===== config.mk =====
export PLATFORM = sky130hd
export DESIGN_NAME = sha256_msg_schedule_flat
export DESIGN_NICKNAME = d
export VERILOG_FILES = /design/src/rtl/sha256_pkg.sv /design/src/rtl/sha256_msg_schedule_if.sv /design/src/rtl/sha256_sched_next.sv /design/src/rtl/sha256_msg_schedule.sv /design/src/flat_wrapper.sv
export SDC_FILE = /design/constraint.sdc
export NUM_CORES = 2
export LEC_CHECK = 0
export BUFFER_PORTS_ARGS = -buffer_cell sky130_fd_sc_hd__clkbuf_2
export CAP_MARGIN = 20
export CORE_ASPECT_RATIO = 1.1
export CORE_MARGIN = 2
export CORE_UTILIZATION = 68
export CTS_BUF_LIST = sky130_fd_sc_hd__clkbuf_16
export DETAILED_ROUTE_END_ITERATION = 7
export PLACE_DENSITY = 0.86
export REMOVE_ABC_BUFFERS = 1
export SLEW_MARGIN = 20
export SYNTH_ARGS = -nofsm -noshare
export SYNTH_HDL_FRONTEND = slang
export SYNTH_SLANG_ARGS = --single-unit

===== constraint.sdc =====
create_clock -name CLK -period 35.2 [get_ports CLK]
set_input_delay 3.52 -clock CLK [delete_from_list [all_inputs] [get_ports CLK]]
set_output_delay 3.52 -clock CLK [all_outputs]
set_load 0.05 [all_outputs]

===== src/rtl/sha256_pkg.sv =====
// Shared SHA-256 definitions: word geometry, schedule FSM states and the
// small/large sigma functions used by the schedule and compression stages.
`timescale 1ns/1ps
package sha256_pkg;

  localparam int WORD_W      = 32;
  localparam int BLOCK_WORDS = 16;
  localparam int CNT_W       = 5;
  localparam int IDX_W       = 6;

  typedef logic [WORD_W-1:0] word_t;

  typedef enum logic {
    LOAD = 1'b0,
    EMIT = 1'b1
  } state_e;

  function automatic word_t rotr(input word_t x, input int unsigned n);
    return (x >> n) | (x << (WORD_W - n));
  endfunction

  function automatic word_t sig0(input word_t x);
    return rotr(x, 7) ^ rotr(x, 18) ^ (x >> 3);
  endfunction

  function automatic word_t sig1(input word_t x);
    return rotr(x, 17) ^ rotr(x, 19) ^ (x >> 10);
  endfunction

  function automatic word_t bsig0(input word_t x);
    return rotr(x, 2) ^ rotr(x, 13) ^ rotr(x, 22);
  endfunction

  function automatic word_t bsig1(input word_t x);
    return rotr(x, 6) ^ rotr(x, 11) ^ rotr(x, 25);
  endfunction

endpackage


===== src/rtl/sha256_msg_schedule_if.sv =====
// Block-input / schedule-output handshake bundle for the message-schedule
// generator; slave is the generator's view, master the driver's view.
`timescale 1ns/1ps
interface sha256_msg_schedule_if;
  import sha256_pkg::*;

  logic       abort;
  logic       in_valid;
  logic       in_ready;
  word_t      in_word;
  logic       out_valid;
  logic       out_ready;
  word_t      out_w;
  logic [5:0] out_idx;
  logic       out_last;
  logic       busy;

  modport slave (
    input  abort, in_valid, in_word, out_ready,
    output in_ready, out_valid, out_w, out_idx, out_last, busy
  );

  modport master (
    output abort, in_valid, in_word, out_ready,
    input  in_ready, out_valid, out_w, out_idx, out_last, busy
  );

endinterface


===== src/rtl/sha256_sched_next.sv =====
// Next schedule word: sig1(w14) + w9 + sig0(w1) + w0 mod 2^32, reduced with
// two carry-save stages so only one carry-propagate adder sits on the path.
`timescale 1ns/1ps
module sha256_sched_next
  import sha256_pkg::*;
(
  input  word_t w0,
  input  word_t w1,
  input  word_t w9,
  input  word_t w14,
  output word_t next_w
);

  word_t s0;
  word_t s1;
  word_t sum_a;
  word_t carry_a;
  word_t sum_b;
  word_t carry_b;

  assign s0 = sig0(w1);
  assign s1 = sig1(w14);

  // Carries shift left by one; the bit shifted out is the discarded 2^32 term.
  assign sum_a   = s1 ^ w9 ^ s0;
  assign carry_a = ((s1 & w9) | (s1 & s0) | (w9 & s0)) << 1;

  assign sum_b   = sum_a ^ carry_a ^ w0;
  assign carry_b = ((sum_a & carry_a) | (sum_a & w0) | (carry_a & w0)) << 1;

  assign next_w = sum_b + carry_b;

endmodule


===== src/rtl/sha256_msg_schedule.sv =====
// SHA-256 message-schedule generator: loads a 16-word block serially, then
// streams W0..W(ROUNDS-1) through a sliding 16-word window.
`timescale 1ns/1ps
module sha256_msg_schedule
  import sha256_pkg::*;
#(
  parameter int ROUNDS = 64
) (
  input logic                  CLK,
  input logic                  RST,
  sha256_msg_schedule_if.slave bus
);

  localparam logic [IDX_W-1:0] LAST_IDX = IDX_W'(ROUNDS - 1);
  localparam logic [CNT_W-1:0] LAST_CNT = CNT_W'(BLOCK_WORDS - 1);

  state_e           state_q;
  state_e           state_d;
  logic [CNT_W-1:0] cnt_q;
  logic [CNT_W-1:0] cnt_d;
  logic [IDX_W-1:0] idx_q;
  logic [IDX_W-1:0] idx_d;
  logic             last_q;
  logic             last_d;
  word_t            win_q [BLOCK_WORDS];
  word_t            win_d [BLOCK_WORDS];
  word_t            next_w;
  logic             in_hs;
  logic             out_hs;

  sha256_sched_next u_next (
    .w0     (win_q[0]),
    .w1     (win_q[1]),
    .w9     (win_q[9]),
    .w14    (win_q[14]),
    .next_w (next_w)
  );

  assign in_hs  = (state_q == LOAD) && bus.in_valid;
  assign out_hs = (state_q == EMIT) && bus.out_ready;

  always_comb begin
    state_d = state_q;
    cnt_d   = cnt_q;
    idx_d   = idx_q;
    for (int i = 0; i < BLOCK_WORDS; i++) begin
      win_d[i] = win_q[i];
    end

    if (bus.abort) begin
      state_d = LOAD;
      cnt_d   = '0;
      idx_d   = '0;
      for (int i = 0; i < BLOCK_WORDS; i++) begin
        win_d[i] = '0;
      end
    end else if (in_hs) begin
      win_d[cnt_q[3:0]] = bus.in_word;
      if (cnt_q == LAST_CNT) begin
        state_d = EMIT;
        cnt_d   = '0;
        idx_d   = '0;
      end else begin
        cnt_d = cnt_q + 1'b1;
      end
    end else if (out_hs) begin
      for (int i = 0; i < BLOCK_WORDS - 1; i++) begin
        win_d[i] = win_q[i+1];
      end
      win_d[BLOCK_WORDS-1] = next_w;
      // idx stays on the final index when the block completes.
      if (idx_q == LAST_IDX) begin
        state_d = LOAD;
      end else begin
        idx_d = idx_q + 1'b1;
      end
    end

    last_d = (state_d == EMIT) && (idx_d == LAST_IDX);
  end

  always_ff @(posedge CLK or posedge RST) begin
    if (RST) begin
      state_q <= LOAD;
      cnt_q   <= '0;
      idx_q   <= '0;
      last_q  <= 1'b0;
      for (int i = 0; i < BLOCK_WORDS; i++) begin
        win_q[i] <= '0;
      end
    end else begin
      state_q <= state_d;
      cnt_q   <= cnt_d;
      idx_q   <= idx_d;
      last_q  <= last_d;
      for (int i = 0; i < BLOCK_WORDS; i++) begin
        win_q[i] <= win_d[i];
      end
    end
  end

  assign bus.in_ready  = (state_q == LOAD);
  assign bus.out_valid = (state_q == EMIT);
  assign bus.out_w     = win_q[0];
  assign bus.out_idx   = idx_q;
  assign bus.out_last  = last_q;
  assign bus.busy      = (state_q == EMIT) || (cnt_q != '0);

endmodule


===== src/flat_wrapper.sv =====
// flat-port wrapper written by rule: the top's interface ports become plain ports
module sha256_msg_schedule_flat import sha256_pkg::*;
#(
  parameter int ROUNDS = 64
)
  (CLK, RST, bus_abort, bus_in_valid, bus_in_word, bus_out_ready, bus_in_ready, bus_out_valid, bus_out_w, bus_out_idx, bus_out_last, bus_busy);
  sha256_msg_schedule_if bus_i ();
  input logic CLK;
  input logic RST;
  input wire logic [$bits(bus_i.abort)-1:0] bus_abort;
  input wire logic [$bits(bus_i.in_valid)-1:0] bus_in_valid;
  input wire logic [$bits(bus_i.in_word)-1:0] bus_in_word;
  input wire logic [$bits(bus_i.out_ready)-1:0] bus_out_ready;
  output wire logic [$bits(bus_i.in_ready)-1:0] bus_in_ready;
  output wire logic [$bits(bus_i.out_valid)-1:0] bus_out_valid;
  output wire logic [$bits(bus_i.out_w)-1:0] bus_out_w;
  output wire logic [$bits(bus_i.out_idx)-1:0] bus_out_idx;
  output wire logic [$bits(bus_i.out_last)-1:0] bus_out_last;
  output wire logic [$bits(bus_i.busy)-1:0] bus_busy;
  assign bus_i.abort = bus_abort;
  assign bus_i.in_valid = bus_in_valid;
  assign bus_i.in_word = bus_in_word;
  assign bus_i.out_ready = bus_out_ready;
  assign bus_in_ready = bus_i.in_ready;
  assign bus_out_valid = bus_i.out_valid;
  assign bus_out_w = bus_i.out_w;
  assign bus_out_idx = bus_i.out_idx;
  assign bus_out_last = bus_i.out_last;
  assign bus_busy = bus_i.busy;
  sha256_msg_schedule #(.ROUNDS(ROUNDS)) u_core (.CLK(CLK), .RST(RST), .bus(bus_i));
endmodule

==> results.toml <==
[critical_path]
cp_common_cell = "buf_4"
crit_arrival_ns = 7.24
critPathMaxStageDelay_ns = 0.98
path_max_fanout = 193
r2r-start = "u_core.win_q[467]"
reg2reg_slack_ns = 30.45
cp-start-kind = "input port"
rr_endpoint = "u_core.win_q[31]"
cp_cell_sequence = "clkbuf_2, nor2_4, buf_12, buf_4, buf_4, a22oi_1, a21oi_1"
required_ns = 35.75
crit_type = "in -> reg"
r2r_cells = 16
endpoint_kind = "register"
slowest_stage = "buf_4"

[floorplan]
die_w_um = 198
start_util_pct = 68.6
num_rows = 78
ioPinCount = 79
die_area_um2 = 43100
core_area_um2 = 41100
die_h_um = 217

[synthesis]
syn_inst = 3084
synth_area_um2 = 28200
async_flop_share_pct = 100
yosysSeqAreaShare_pct = 46.6
yosysUniqueCellTypes = 60
netlist.area_leader.share_pct = 46.6
synth_area_leaders = "dfrtp_1 47%, a22oi_1 13%, a21oi_1 9.3%"
syn_avg_cell_area_um2 = 9.13
ys_warn_count = 0
ys.flop_type = "dfrtp_1"
ys_ff_latch = 525
yosys.area.top_type = "dfrtp_1"
synth-edff-count = 0

[place]
port_buffers = 78
place_inst = 3384
gp_routability_congestion = 1.01
dpl.hpwl_um = 55300
post-place-ws_ns = 27.99

[clock_tree]
cts_buffer_depth = 3
htreeDepth = 2
clkTransAtPathRegs_ns = 0.06
cts_root_buffer = "clkbuf_16"
cts_resized = 0
cts_tree = "yes"
clock_sinks = 525
cts_buffers = 52
postCtsSetupBuffers = 0
ctsHoldBuffers = 0
clk_latency_ns = 0.63

[global_routing]
grt_max_degree = 194
grt-ovfl-total = 0
grtUsageTotal_pct = 40.2
grt_pass1_wl_um = 132000
grt_pass1_vias = 23190
antenna_found_initial = 0

[timing]
hold_viol = 0
finalClockSkew_ns = 0.0213
finalCritPeriodShare_pct = 19.0
relSlewSlack_pct = 23.1
drv_slew = 0
finalSetupViolations = 0
timing.setup.tns_ns = 0
period_minus_slack_ns = 6.69
max_freq_mhz = 150
worstMarginPinSlew_ns = 1.15
fin_ws_ns = 28.51
grt_setup_unrepaired = "no"

[layout]
nets = 3013
area_growth_pct = 6.05
drive_above_1_share_pct = 7.60
nFillCells = 2908
diodes = 0
instances_no_fill = 3480

[route]
via_per_inst = 6.91
totalWireLength_um = 86000
first_iter_violations = 3438
routedWlPerCell_um = 24.7
dr.pass1.iters = 7
drc = 0
ant_nets = 0
via_count = 24059

[pwr]
powerDensity_nw_per_um2 = 78.6
p_leak_nw = 12.7
max-vdd-ir-drop_v = 0.0000558

[min_path]
whs_path_depth = 2
hp-class = "reg -> reg"
min_from = "u_core.win_q[3]"
whs_endpoint = "u_core.win_q[3]"

[status]
outcome = "finished, final reports clean"

[run]
max_cap_violations = 0
## sequential cells by signal, indices dropped and copies added (netlist names)
signal,count
u_core.cnt_q,5
u_core.win_q,480
u_core.bus.out_w,32
u_core.bus.out_idx,6
u_core.bus.out_valid,1
u_core.bus.out_last,1
## logic make-up (layout without fill, tap and decap cells)
kind of cell | count (synthesis) | count (layout) | synth area share (%)
compound gates | 1137 | 1137 | 25.5
xor+xnor | 142 | 142 | 4.41
fa+ha+maj | 98 | 98 | 6.00
buf+inv | 490 | 326 | 7.07
flops | 525 | 525 | 46.6
mux | 5 | 5 | 0.187
simple gates | 687 | 687 | 10.2
## final cells by class
| class | instances | area [µm²] | share of cell area [%] |
|---|---|---|---|
| Clock inverter | 43 | 392 | 1.31 |
| Sequential cell | 525 | 13100 | 44.0 |
| Timing Repair Buffer | 115 | 697 | 2.33 |
| Tap cell | 560 | 701 | 2.35 |
| Clock buffer | 53 | 1330 | 4.44 |
| Inverter | 115 | 439 | 1.47 |
| Multi-Input combinational cell | 2069 | 13200 | 44.1 |
## per-stage QoR
| stage | total power, W | area (µm²) | util, % | hold WS (ns) |
|---|---|---|---|---|
| finish | 0.00235 | 29900 | 72.7 | 0.494 |
| floorplan | 0.00148 | 26600 | - | 0.449 |
| CTS | 0.00232 | 29900 | 72.7 | 0.497 |
| global placement | 0.00172 | 28200 | 68.5 | 0.463 |
| global route | 0.00247 | 29900 | 72.7 | 0.524 |
| detailed placement | 0.00175 | 28200 | 68.5 | 0.484 |
## critical path: cells and delay by family
kind	cells	cell delay, ns
AND/OR/NAND/NOR	1	0.23
AO/OA/AOI/OAI	2	0.45
buffers and inverters	4	2.85
## placed cells by master (no fill, tap or decap), drive strengths merged, types with 18 or more instances in the layout
| master | Yosys | routed |
|---|---|---|
| a21oi | 534 | 534 |
| inv | 115 | 130 |
| nand3 | 19 | 19 |
| nand2 | 56 | 56 |
| xor2 | 51 | 51 |
| buf | 69 | 37 |
| ha | 36 | 36 |
| o21ai | 51 | 51 |
| xnor2 | 91 | 91 |
| nor2 | 515 | 515 |
| clkinv | 0 | 18 |
| fa | 62 | 62 |
| clkbuf | 306 | 131 |
| and2 | 47 | 47 |
| a22oi | 501 | 501 |
| dfrtp | 525 | 525 |
## cell usage after synthesis (all sizes together) (3+ instances only)
| cell type | instances |
|---|---|
| fa | 62 |
| nand3 | 19 |
| a211oi | 6 |
| buf | 69 |
| o211ai | 4 |
| a22o | 6 |
| and3 | 12 |
| clkbuf | 306 |
| a21oi | 534 |
| nor2 | 515 |
| nor2b | 6 |
| nand2 | 56 |
| inv | 115 |
| and2 | 47 |
| o21a | 3 |
| nor3 | 7 |
| o31ai | 5 |
| o21ai | 51 |
| dfrtp | 525 |
| or2 | 3 |
| a21o | 5 |
| nand2b | 3 |
| xor2 | 51 |
| o22ai | 4 |
| a221oi | 4 |
| a22oi | 501 |
| mux2i | 3 |
| ha | 36 |
| xnor2 | 91 |
| nand4 | 5 |
| nor3b | 6 |
## power breakdown
part           leakage, nW  internal [W]  switching, W
sequential            6.59      0.000677     0.0000831
clock                0.873      0.000318      0.000250
combinational         5.23      0.000390      0.000631
total                 12.7       0.00138      0.000964
## worst max path at each step
stage,startpoint,end,slack [ns],cells past startpoint
after floorplan,bus_in_valid,u_core.win_q[30],10.48,5
after global placement,bus_in_valid,u_core.win_q[236],28.07,8
after detailed placement,bus_in_valid,u_core.win_q[188],27.99,8
after CTS,bus_in_valid,u_core.win_q[467],28.64,8
after global routing,bus_abort,u_core.win_q[446],28.33,7
final,bus_abort,u_core.win_q[379],28.51,7
## per-layer routing
metal,wire length (µm),vias to the layer above,GRT usage [%],part of all wire [%]
met4,5550,0,23.6,6.4
met2,38100,1670,60.0,44
met3,10400,354,9.17,12
met1,32100,11762,54.5,37
met5,0,-,0,0
li1,-,10273,-,-
Power figures use the tool's default switching activity.
